===== src/rtl/msrv32_csr_bank.sv =====
// msrv32_csr_bank: machine-mode CSR bank (RMW, trap/MRET, irq sync, counters); optional mtimecmp via CSR_TIMECMP_EN
module msrv32_csr_bank #(
  parameter int          CNT_W       = 64,
  parameter bit          VECTORED_EN = 1'b1,
  parameter logic [31:0] RESET_MTVEC = 32'h0,
  parameter int          SYNC_STAGES = 2
) (
  input  logic        clk_in,
  input  logic        rst_in,
  input  logic        wr_en_in,
  input  logic [11:0] csr_addr_in,
  input  logic [2:0]  csr_op_in,
  input  logic [4:0]  csr_uimm_in,
  input  logic [31:0] csr_data_in,
  input  logic [31:0] pc_in,
  input  logic [31:0] iadder_in,
  input  logic [2:0]  irq_in,
  input  logic        trap_in,
  input  logic        i_or_e_in,
  input  logic [3:0]  cause_in,
  input  logic        mret_in,
  input  logic        instret_inc_in,
  input  logic        misaligned_exception_in,
  input  logic [63:0] real_time_in,
  output logic [31:0] csr_data_out,
  output logic        illegal_csr_out,
  output logic        irq_req_out,
  output logic [3:0]  irq_cause_out,
  output logic [31:0] epc_out,
  output logic [31:0] trap_address_out
);
  logic                            r_mie, r_mpie;
  logic [2:0]                      r_mie_en;
  logic [31:0]                     r_mtvec, r_mscratch, r_mepc, r_mcause, r_mtval;
  logic [CNT_W-1:0]                r_mcycle, r_minstret;
  logic [SYNC_STAGES-1:0][2:0]     r_sync;
  logic                            w_mtip, w_impl, w_op_ok, w_wr_try, w_ro, w_we, w_vec;
  logic [2:0]                      w_mip, w_pend;
  logic [31:0]                     w_src, w_new, w_rdata, w_mstatus, w_mie32, w_mip32, w_base, w_tgt;
  logic [63:0]                     w_cyc, w_ins, w_cyc_nxt, w_ins_nxt;
`ifdef CSR_TIMECMP_EN
  logic [63:0]                     r_mtimecmp;
  logic                            r_mtip;
  // mtimecmp is written by halves; the timer interrupt is a registered compare against mtime
  always_ff @(posedge clk_in or posedge rst_in)
    if (rst_in) begin
      r_mtimecmp <= '1;
      r_mtip     <= 1'b0;
    end else begin
      if (w_we && csr_addr_in == 12'h7C0) r_mtimecmp[31:0]  <= w_new;
      if (w_we && csr_addr_in == 12'h7C1) r_mtimecmp[63:32] <= w_new;
      r_mtip <= real_time_in >= r_mtimecmp;
    end
  assign w_mtip = r_mtip;
`else
  assign w_mtip = r_sync[SYNC_STAGES-1][1];
`endif
  assign w_mip     = {r_sync[SYNC_STAGES-1][2], w_mtip, r_sync[SYNC_STAGES-1][0]};
  assign w_mstatus = {19'b0, 2'b11, 3'b0, r_mpie, 3'b0, r_mie, 3'b0};
  assign w_mie32   = {20'b0, r_mie_en[2], 3'b0, r_mie_en[1], 3'b0, r_mie_en[0], 3'b0};
  assign w_mip32   = {20'b0, w_mip[2], 3'b0, w_mip[1], 3'b0, w_mip[0], 3'b0};
  assign w_cyc     = 64'(r_mcycle);
  assign w_ins     = 64'(r_minstret);
  // address decode: read data and whether the address is implemented at all
  always_comb begin
    w_rdata = '0;
    w_impl  = 1'b1;
    case (csr_addr_in)
      12'h300: w_rdata = w_mstatus;
      12'h304: w_rdata = w_mie32;
      12'h305: w_rdata = r_mtvec;
      12'h340: w_rdata = r_mscratch;
      12'h341: w_rdata = r_mepc;
      12'h342: w_rdata = r_mcause;
      12'h343: w_rdata = r_mtval;
      12'h344: w_rdata = w_mip32;
      12'hB00, 12'hC00: w_rdata = w_cyc[31:0];
      12'hB80, 12'hC80: w_rdata = w_cyc[63:32];
      12'hB02, 12'hC02: w_rdata = w_ins[31:0];
      12'hB82, 12'hC82: w_rdata = w_ins[63:32];
      12'hC01: w_rdata = real_time_in[31:0];
      12'hC81: w_rdata = real_time_in[63:32];
      12'hF11, 12'hF12, 12'hF13, 12'hF14: w_rdata = '0;
`ifdef CSR_TIMECMP_EN
      12'h7C0: w_rdata = r_mtimecmp[31:0];
      12'h7C1: w_rdata = r_mtimecmp[63:32];
`endif
      default: w_impl = 1'b0;
    endcase
  end
  assign csr_data_out    = w_rdata;
  assign w_src           = csr_op_in[2] ? {27'b0, csr_uimm_in} : csr_data_in;
  assign w_op_ok         = |csr_op_in[1:0];
  assign w_wr_try        = csr_op_in[1:0] == 2'b01 || |w_src;
  assign w_ro            = csr_addr_in[11:10] == 2'b11 || csr_addr_in == 12'h344;
  assign illegal_csr_out = wr_en_in & (~w_op_ok | ~w_impl | (w_ro & w_wr_try));
  assign w_new           = csr_op_in[1:0] == 2'b01 ? w_src :
                           csr_op_in[1:0] == 2'b10 ? w_rdata | w_src : w_rdata & ~w_src;
  assign w_we            = wr_en_in & ~illegal_csr_out & w_wr_try & ~trap_in;
  assign w_cyc_nxt       = w_we && csr_addr_in == 12'hB00 ? {w_cyc[63:32], w_new} :
                           w_we && csr_addr_in == 12'hB80 ? {w_new, w_cyc[31:0]} : w_cyc + 64'd1;
  assign w_ins_nxt       = w_we && csr_addr_in == 12'hB02 ? {w_ins[63:32], w_new} :
                           w_we && csr_addr_in == 12'hB82 ? {w_new, w_ins[31:0]} :
                           w_ins + 64'(instret_inc_in);
  assign w_pend          = w_mip & r_mie_en;
  assign irq_req_out     = r_mie & |w_pend;
  assign irq_cause_out   = w_pend[2] ? 4'd11 : w_pend[0] ? 4'd3 : w_pend[1] ? 4'd7 : 4'd0;
  assign w_base          = {r_mtvec[31:2], 2'b00};
  assign w_vec           = VECTORED_EN && r_mtvec[1:0] == 2'b01;
  assign w_tgt           = w_vec && i_or_e_in ? w_base + {26'b0, cause_in, 2'b00} : w_base;
  // interrupt lines cross into the clock domain through a shift chain
  always_ff @(posedge clk_in or posedge rst_in)
    if (rst_in) r_sync <= '0;
    else        r_sync <= {r_sync[SYNC_STAGES-2:0], irq_in};
  // counters; a CSR write to one half replaces that cycle's increment
  always_ff @(posedge clk_in or posedge rst_in)
    if (rst_in) begin
      r_mcycle   <= '0;
      r_minstret <= '0;
    end else begin
      r_mcycle   <= w_cyc_nxt[CNT_W-1:0];
      r_minstret <= w_ins_nxt[CNT_W-1:0];
    end
  // trap entry beats MRET, which beats a CSR write to mstatus; trap also drops the write
  always_ff @(posedge clk_in or posedge rst_in)
    if (rst_in) begin
      r_mie            <= 1'b0;
      r_mpie           <= 1'b1;
      r_mie_en         <= '0;
      r_mtvec          <= RESET_MTVEC;
      r_mscratch       <= '0;
      r_mepc           <= '0;
      r_mcause         <= '0;
      r_mtval          <= '0;
      epc_out          <= '0;
      trap_address_out <= RESET_MTVEC;
    end else begin
      epc_out <= r_mepc;
      if (trap_in) begin
        r_mepc           <= pc_in & ~32'h3;
        r_mcause         <= {i_or_e_in, 27'b0, cause_in};
        r_mpie           <= r_mie;
        r_mie            <= 1'b0;
        r_mtval          <= misaligned_exception_in ? iadder_in : 32'h0;
        trap_address_out <= w_tgt;
      end else begin
        if (mret_in) begin
          r_mie            <= r_mpie;
          r_mpie           <= 1'b1;
          trap_address_out <= r_mepc;
        end else if (w_we && csr_addr_in == 12'h300) begin
          r_mie  <= w_new[3];
          r_mpie <= w_new[7];
        end
        if (w_we && csr_addr_in == 12'h304) r_mie_en   <= {w_new[11], w_new[7], w_new[3]};
        if (w_we && csr_addr_in == 12'h305) r_mtvec    <= {w_new[31:2], 1'b0, VECTORED_EN & w_new[0]};
        if (w_we && csr_addr_in == 12'h340) r_mscratch <= w_new;
        if (w_we && csr_addr_in == 12'h341) r_mepc     <= {w_new[31:2], 2'b00};
        if (w_we && csr_addr_in == 12'h342) r_mcause   <= w_new;
        if (w_we && csr_addr_in == 12'h343) r_mtval    <= w_new;
      end
    end
endmodule


===== config.mk =====
export PLATFORM = sky130hd
export DESIGN_NAME = msrv32_csr_bank
export DESIGN_NICKNAME = d
export VERILOG_FILES = /design/src/rtl/msrv32_csr_bank.sv
export SDC_FILE = /design/constraint.sdc
export NUM_CORES = 1
export LEC_CHECK = 0
export ABC_AREA = 1
export CELL_PAD_IN_SITES_DETAIL_PLACEMENT = 1
export CELL_PAD_IN_SITES_GLOBAL_PLACEMENT = 2
export CORE_MARGIN = 2
export CORE_UTILIZATION = 28
export CTS_CLUSTER_DIAMETER = 100
export DETAILED_ROUTE_END_ITERATION = 12
export HOLD_SLACK_MARGIN = 0.05
export PLACE_DENSITY = 0.79
export SLEW_MARGIN = 20
export SYNTH_ARGS = -nofsm -noshare
export SYNTH_HDL_FRONTEND = slang
export SYNTH_SLANG_ARGS = --single-unit

===== constraint.sdc =====
create_clock -name clk_in -period 12.95 [get_ports clk_in]
set_input_delay 2.59 -clock clk_in [delete_from_list [all_inputs] [get_ports clk_in]]
set_output_delay 2.59 -clock clk_in [all_outputs]
set_load 0.02 [all_outputs]

==> impl_metrics.py, run 1 <==
metrics = {
    "outcome": {
        "status": "complete, no violations",
    },
    "power_and_ir_drop": {
        "p_per_area_nw_per_um2": 104,
        "p_leak_uw": 0.0141,
        "ir_drop_v": 0.0000870,
    },
    "timing": {
        "tns_ps": 0,
        "finClkSkew_ps": 26.7,
        "fin_crit_ps": 9020,
        "rsz0062_at_grt": "false",
        "slew_viol_final": 0,
        "timing.fmax_mhz": 111,
        "slew_headroom": 0.220,
        "tightest_slew_ps": 1170,
        "finalCritPeriodShare": 0.696,
        "hold_violations": 0,
        "setup_viol": 0,
    },
    "clocking": {
        "cts.reportedPaths.clkPinSlew_ps": 50,
        "cts-hold-fix-buffers": 0,
        "clock_latency_ps": 630,
        "cts_buffer_depth": 3,
        "cts_root_buffer": "clkbuf_16",
        "cts_made_buffers": 47,
        "cts_setup_buffers": 0,
        "cts_resized": 0,
        "cts_sinks": 356,
        "htreeDepth": 2,
        "cts_tree": "yes",
    },
    "worst_hold_path": {
        "hold_path_class": "reg2reg",
    },
    "synth": {
        "ys_ff_latch": 356,
        "yosysMostFrequentCell": "nand2_1",
        "netlist_instances": 3751,
        "synthTopCellsByCount": "nand2_1, nor2_1, dfrtp_1, nand3_1, inv_1",
        "yosysUniqueCellTypes": 43,
        "synth_top_area_frac": 0.374,
        "async_reset_ff_frac": 1.00,
        "synthFlopType": "dfrtp_1",
        "synth.area.top_cells": "dfrtp_1, nand2_1, nand3_1",
        "netlist_area_um2": 23800,
        "synth_sequential_area_ratio": 0.375,
        "synth_edf_count": 0,
        "ys_warn_count": 0,
        "avgSynthCellArea_um2": 6.34,
        "yosysTopAreaCell": "dfrtp_1",
    },
    "route": {
        "routed_wirelength_um": 147000,
        "routedWlPerCell_um": 28.3,
        "vias": 27700,
        "drtPass1Iterations": 5,
        "first_iter_violations": 2813,
        "ant_nets": 0,
        "drcViolationCount": 0,
        "vias_per_cell": 5.36,
    },
    "placement": {
        "io_buffer_count": 290,
        "place.detailed.hpwl_um": 114000,
        "postPlaceCellArea_um2": 27900,
        "gp_congestion": 1.02,
    },
    "critical_path": {
        "crit_type": "in2out",
        "crit_buf_inv": 6,
        "cp-end-kind": "primary output",
        "crit_required_ps": 10360,
        "cp_cell_sequence": "clkdlybuf4s50_1, nand2_1, inv_1, nand2_1, nand2_1, buf_4, nand2_1, buf_4, clkinv_1, a21oi_1, nand3_1, clkdlybuf4s50_1",
        "arrival_ps": 6430,
        "cp-start-kind": "primary input",
        "max_stage_delay_ps": 650,
        "cp_top_family": "buffers and inverters",
        "cp_common_cell": "nand2_1",
        "critPathSlowestCell": "clkdlybuf4s50_1",
        "cp_max_fo": 30,
    },
    "floorplan": {
        "die_w_um": 295,
        "io_pins": 297,
        "dieArea_um2": 87200,
        "die_y_um": 295,
        "core_um2": 83800,
        "placementRows": 106,
        "start_util": 0.284,
    },
    "finish": {
        "regArea_um2": 8910,
        "nets": 4201,
        "n_fill_cell": 10800,
        "drive_gt1_frac": 0.0444,
        "synthToLayoutAreaGrowth_pct": 24.5,
        "postLayoutCellArea_um2": 29600,
        "multi_input_area_um2": 13200,
    },
    "global_routing": {
        "grt_antenna_before_repair": 5,
        "grt_pass1_wl_um": 204000,
        "grt_pass1_vias": 26900,
        "grt_max_degree": 159,
        "grt.overflow.total": 0,
        "grt_usage": 0.330,
    },
    "run": {
        "cap_violations": 0,
    },
}
==> power by group <==
group,switching (uW),internal (uW),total (uW)
clock,594,866,1460
combinational,243,137,380
sequential,64.8,1160,1230
total,902,2170,3070
==> logic make-up (layout without fill, tap and decap cells) <==
group | after synthesis | after routing | share of synthesized area
buffers and inverters | 437 | 718 | 0.0746
DFF | 356 | 356 | 0.375
xor gates and xnor gates | 121 | 121 | 0.0446
other | 1 | 6 | 0.000158
and+or+nand+nor | 2479 | 2479 | 0.425
adders and majority gates | 8 | 8 | 0.00453
AOI/OAI and AO/OA | 349 | 349 | 0.0761
==> registers in the layout, indices dropped and copies added, names as in the netlist, 3 cells and up <==
signal	flops
r_mtval	32
r_mcause	32
w_mip	3
r_mepc	30
trap_address_out	30
r_mie_en	3
r_minstret	64
epc_out	30
r_mcycle	64
r_sync	3
r_mscratch	32
r_mtvec	31
==> cells in the final DEF (no fill, tap or decap), types with 27 or more instances in the layout <==
master,instances
nor2_1,378
xor2_1,99
nand3_1,316
o21ai_1,35
a21oi_1,72
nand4_1,53
dfrtp_1,355
nor3_1,63
o21ai_0,218
inv_1,281
clkbuf_16,49
clkdlybuf4s50_1,289
nand2_1,1600
buf_4,51
nor4_1,27
==> worst paths after layout <==
check,to,from,slack [ps],cells past startpoint
worst min-delay path,w_mip[2]$_DFF_PP0_,r_sync[2]$_DFF_PP0_,350,0
max in group asynchronous,r_mcycle[14]$_DFFE_PP0P_,rst_in,9050,3
worst max register to register,r_minstret[54]$_DFFE_PP0N_,r_minstret[0]$_DFFE_PP0P_,9030,13
worst max-delay path,csr_data_out[0],csr_addr_in[11],3930,12
min in group asynchronous,epc_out[27]$_DFF_PP0_,rst_in,2430,2
worst min register to register,w_mip[2]$_DFF_PP0_,r_sync[2]$_DFF_PP0_,350,0
==> worst reg2reg max path, cell delays in order (launching register included) <==
cell     delay, ps
dfrtp_1        520
ha_1           340
ha_1           270
nand3_1        220
inv_1          150
nand2_1        220
nor4_1         490
nand3_1        250
nor2_1         570
nand3_1        330
nor2_1         170
nand2_1         70
nand3_1        110
nand3_1         80
==> cell type report <==
| cell class | instances | share of cell area |
|---|---|---|
| Antenna cell | 2 | 0.000169 |
| Tap cell | 1134 | 0.0480 |
| Clock inverter | 22 | 0.0103 |
| Inverter | 290 | 0.0370 |
| Sequential cell | 356 | 0.301 |
| Clock buffer | 64 | 0.0464 |
| Timing Repair Buffer | 342 | 0.112 |
| Multi-Input combinational cell | 2961 | 0.445 |
==> layer usage <==
metal	routed length, um	GRT usage	vias up	share of wire
met5	0	0	-	0
met4	6680	0.137	0	0.046
met3	12900	0.0566	204	0.088
met2	63200	0.504	1341	0.43
met1	63700	0.459	13800	0.44
li1	-	-	12400	-
==> per-stage QoR <==
step	hold WS [ps]	utilization	worst slack (ps)	cells	total power [uW]
floorplan	331	-	485	3754	1390
global placement	337	0.333	4100	5083	1610
detailed placement	337	0.333	4060	5083	1620
CTS	349	0.353	4050	5169	3070
global route	365	0.353	3890	5169	3160
finish	348	0.353	3930	5171	3070
No activity file was read; power rests on OpenSTA's default activity.
==> run 2, diff against run 1 <==
Clock period 12.95 ns to 7.38 ns, I/O delays scaled along.
==> impl_metrics.py, run 2 (synthesis results as in run 1) <==
metrics = {
    "outcome": {
        "status": "complete, no violations",
    },
    "clocking": {
        "cts_setup_buffers": 0,
        "cts_tree": "yes",
        "cts_made_buffers": 49,
        "cts_buffer_depth": 3,
        "cts-hold-fix-buffers": 0,
        "htreeDepth": 2,
        "cts_sinks": 356,
        "cts.reportedPaths.clkPinSlew_ps": 50,
        "cts_resized": 0,
        "clock_latency_ps": 650,
        "cts_root_buffer": "clkbuf_16",
    },
    "timing": {
        "tightest_slew_ps": 1290,
        "timing.fmax_mhz": 149,
        "rsz0062_at_grt": "false",
        "slew_viol_final": 0,
        "hold_violations": 0,
        "finalCritPeriodShare": 0.912,
        "setup_ws_ps": 648,
        "fin_crit_ps": 6730,
        "tns_ps": 0,
        "setup_viol": 0,
        "finClkSkew_ps": 55.7,
        "slew_headroom": 0.142,
    },
    "floorplan": {
        "dieArea_um2": 87200,
        "core_um2": 83800,
        "die_y_um": 295,
        "io_pins": 297,
        "die_w_um": 295,
        "start_util": 0.284,
        "placementRows": 106,
    },
    "worst_hold_path": {
        "worstHoldPathCells": 0,
        "min_from": "r_sync[0]$_DFF_PP0_",
        "hold_end": "w_mip[0]$_DFF_PP0_",
        "hold_path_class": "reg2reg",
    },
    "route": {
        "vias": 27600,
        "ant_nets": 0,
        "drtPass1Iterations": 5,
        "drcViolationCount": 0,
        "first_iter_violations": 2883,
        "routedWlPerCell_um": 28.5,
        "vias_per_cell": 5.31,
        "routed_wirelength_um": 148000,
    },
    "run": {
        "cap_violations": 0,
    },
    "placement": {
        "dpl_worst_slack_ps": 841,
        "io_buffer_count": 290,
        "dp.cells": 5110,
        "gp_congestion": 1.00,
        "place.detailed.hpwl_um": 117000,
    },
    "finish": {
        "drive_gt1_frac": 0.0504,
        "layout_common_cells": "nand2_1, nor2_1, dfrtp_1",
        "n_fill_cell": 10800,
        "regArea_um2": 8910,
        "synthToLayoutAreaGrowth_pct": 25.8,
        "nets": 4230,
        "final_cell_count_no_fill": 5202,
        "final_common_cell": "nand2_1",
        "multi_input_area_um2": 13200,
        "top_regs": "r_mcycle (64), r_minstret (64)",
    },
    "critical_path": {
        "worstReg2RegEnd": "r_minstret[54]$_DFFE_PP0N_",
        "crit_type": "in2out",
        "worstReg2RegStart": "r_minstret[0]$_DFFE_PP0P_",
        "r2r_cells": 13,
        "crit_required_ps": 5900,
        "cp-end-kind": "primary output",
        "critPathSlowestCell": "nor2_4",
        "arrival_ps": 5260,
        "cp-start-kind": "primary input",
        "crit_buf_inv": 3,
        "cp_common_cell": "nand2_1",
        "cp_max_fo": 20,
        "ff2ff_setup_slack_ps": 3710,
        "max_stage_delay_ps": 810,
        "cp.depth": 11,
        "cp_top_family": "simple AND/OR/NAND/NOR gates",
        "cp_cell_sequence": "clkdlybuf4s50_1, inv_1, nand2_1, nor2_1, nand2_1, nor2_4, nand2_1, o211ai_1, nor2_1, nand2_1, clkdlybuf4s50_1",
    },
    "global_routing": {
        "grt_pass1_vias": 26900,
        "grt.overflow.total": 0,
        "grt_max_degree": 146,
        "grt_usage": 0.336,
        "grt_pass1_wl_um": 206000,
        "grt_antenna_before_repair": 10,
    },
    "power_and_ir_drop": {
        "p_comb_frac": 0.124,
        "seqPwrFrac": 0.395,
        "p_leak_uw": 0.0143,
        "switching_share": 0.296,
        "p_per_area_nw_per_um2": 182,
        "ir_drop_v": 0.000159,
        "internal-power_uw": 3840,
        "p_sw_uw": 1610,
        "pwr-share-clk": 0.481,
    },
}
## run 2: worst max path at each step
stage,startpoint,endpoint,slack [ps]
floorplan,rst_in,epc_out[10]$_DFF_PP0_,1130
global placement,csr_addr_in[1],csr_data_out[3],840
detailed placement,csr_addr_in[1],csr_data_out[3],840
CTS,csr_addr_in[1],csr_data_out[3],830
global route,csr_addr_in[1],csr_data_out[3],500
finish,csr_addr_in[1],csr_data_out[3],650
## run 2: per-layer routing
metal | routed length, um | GRT usage | vias up | share of wire
li1 | - | - | 12400 | -
met1 | 64100 | 0.459 | 13700 | 0.43
met2 | 64300 | 0.517 | 1283 | 0.43
met3 | 12100 | 0.0567 | 259 | 0.082
met4 | 7860 | 0.156 | 8 | 0.053
met5 | 48 | 0 | - | 0.00032
## run 2: power groups by stage
stage	logic [uW]	registers, uW	clock network, uW
floorplan	280	2160	0
global placement	662	2180	0
detailed placement	670	2190	0
CTS	674	2150	2640
global route	731	2160	2710
finish	677	2150	2620
## run 2: final cells by class
cell class                 instances  area share
antenna                            3    0.000251
clock buffer                      65      0.0457
tap                             1134      0.0474
sequential                       356       0.298
clock inverter                    24      0.0120
inverter                         290      0.0365
timing repair buffer             369       0.120
multi-input combinational       2961       0.440
## run 2: through the flow
| step | total power (uW) | util | hold slack (ps) | area [um^2] |
|---|---|---|---|---|
| 6_report | 5450 | 0.357 | 346 | 29900 |
| 5_1_grt | 5600 | 0.357 | 361 | 29900 |
| 4_1_cts | 5470 | 0.357 | 353 | 29900 |
| 3_5_place_dp | 2860 | 0.336 | 341 | 28200 |
| 3_3_place_gp | 2850 | 0.336 | 335 | 28200 |
| 2_1_floorplan | 2440 | - | 331 | 23800 |
## run 2: worst reg2reg max path: cells and delay by family (launching register included)
kind                     cells  cell delay [ps]
adder cells (fa/ha/maj)      2              460
flip-flops                   1              420
AND/OR/NAND/NOR             10             2500
buffers and inverters        1              150
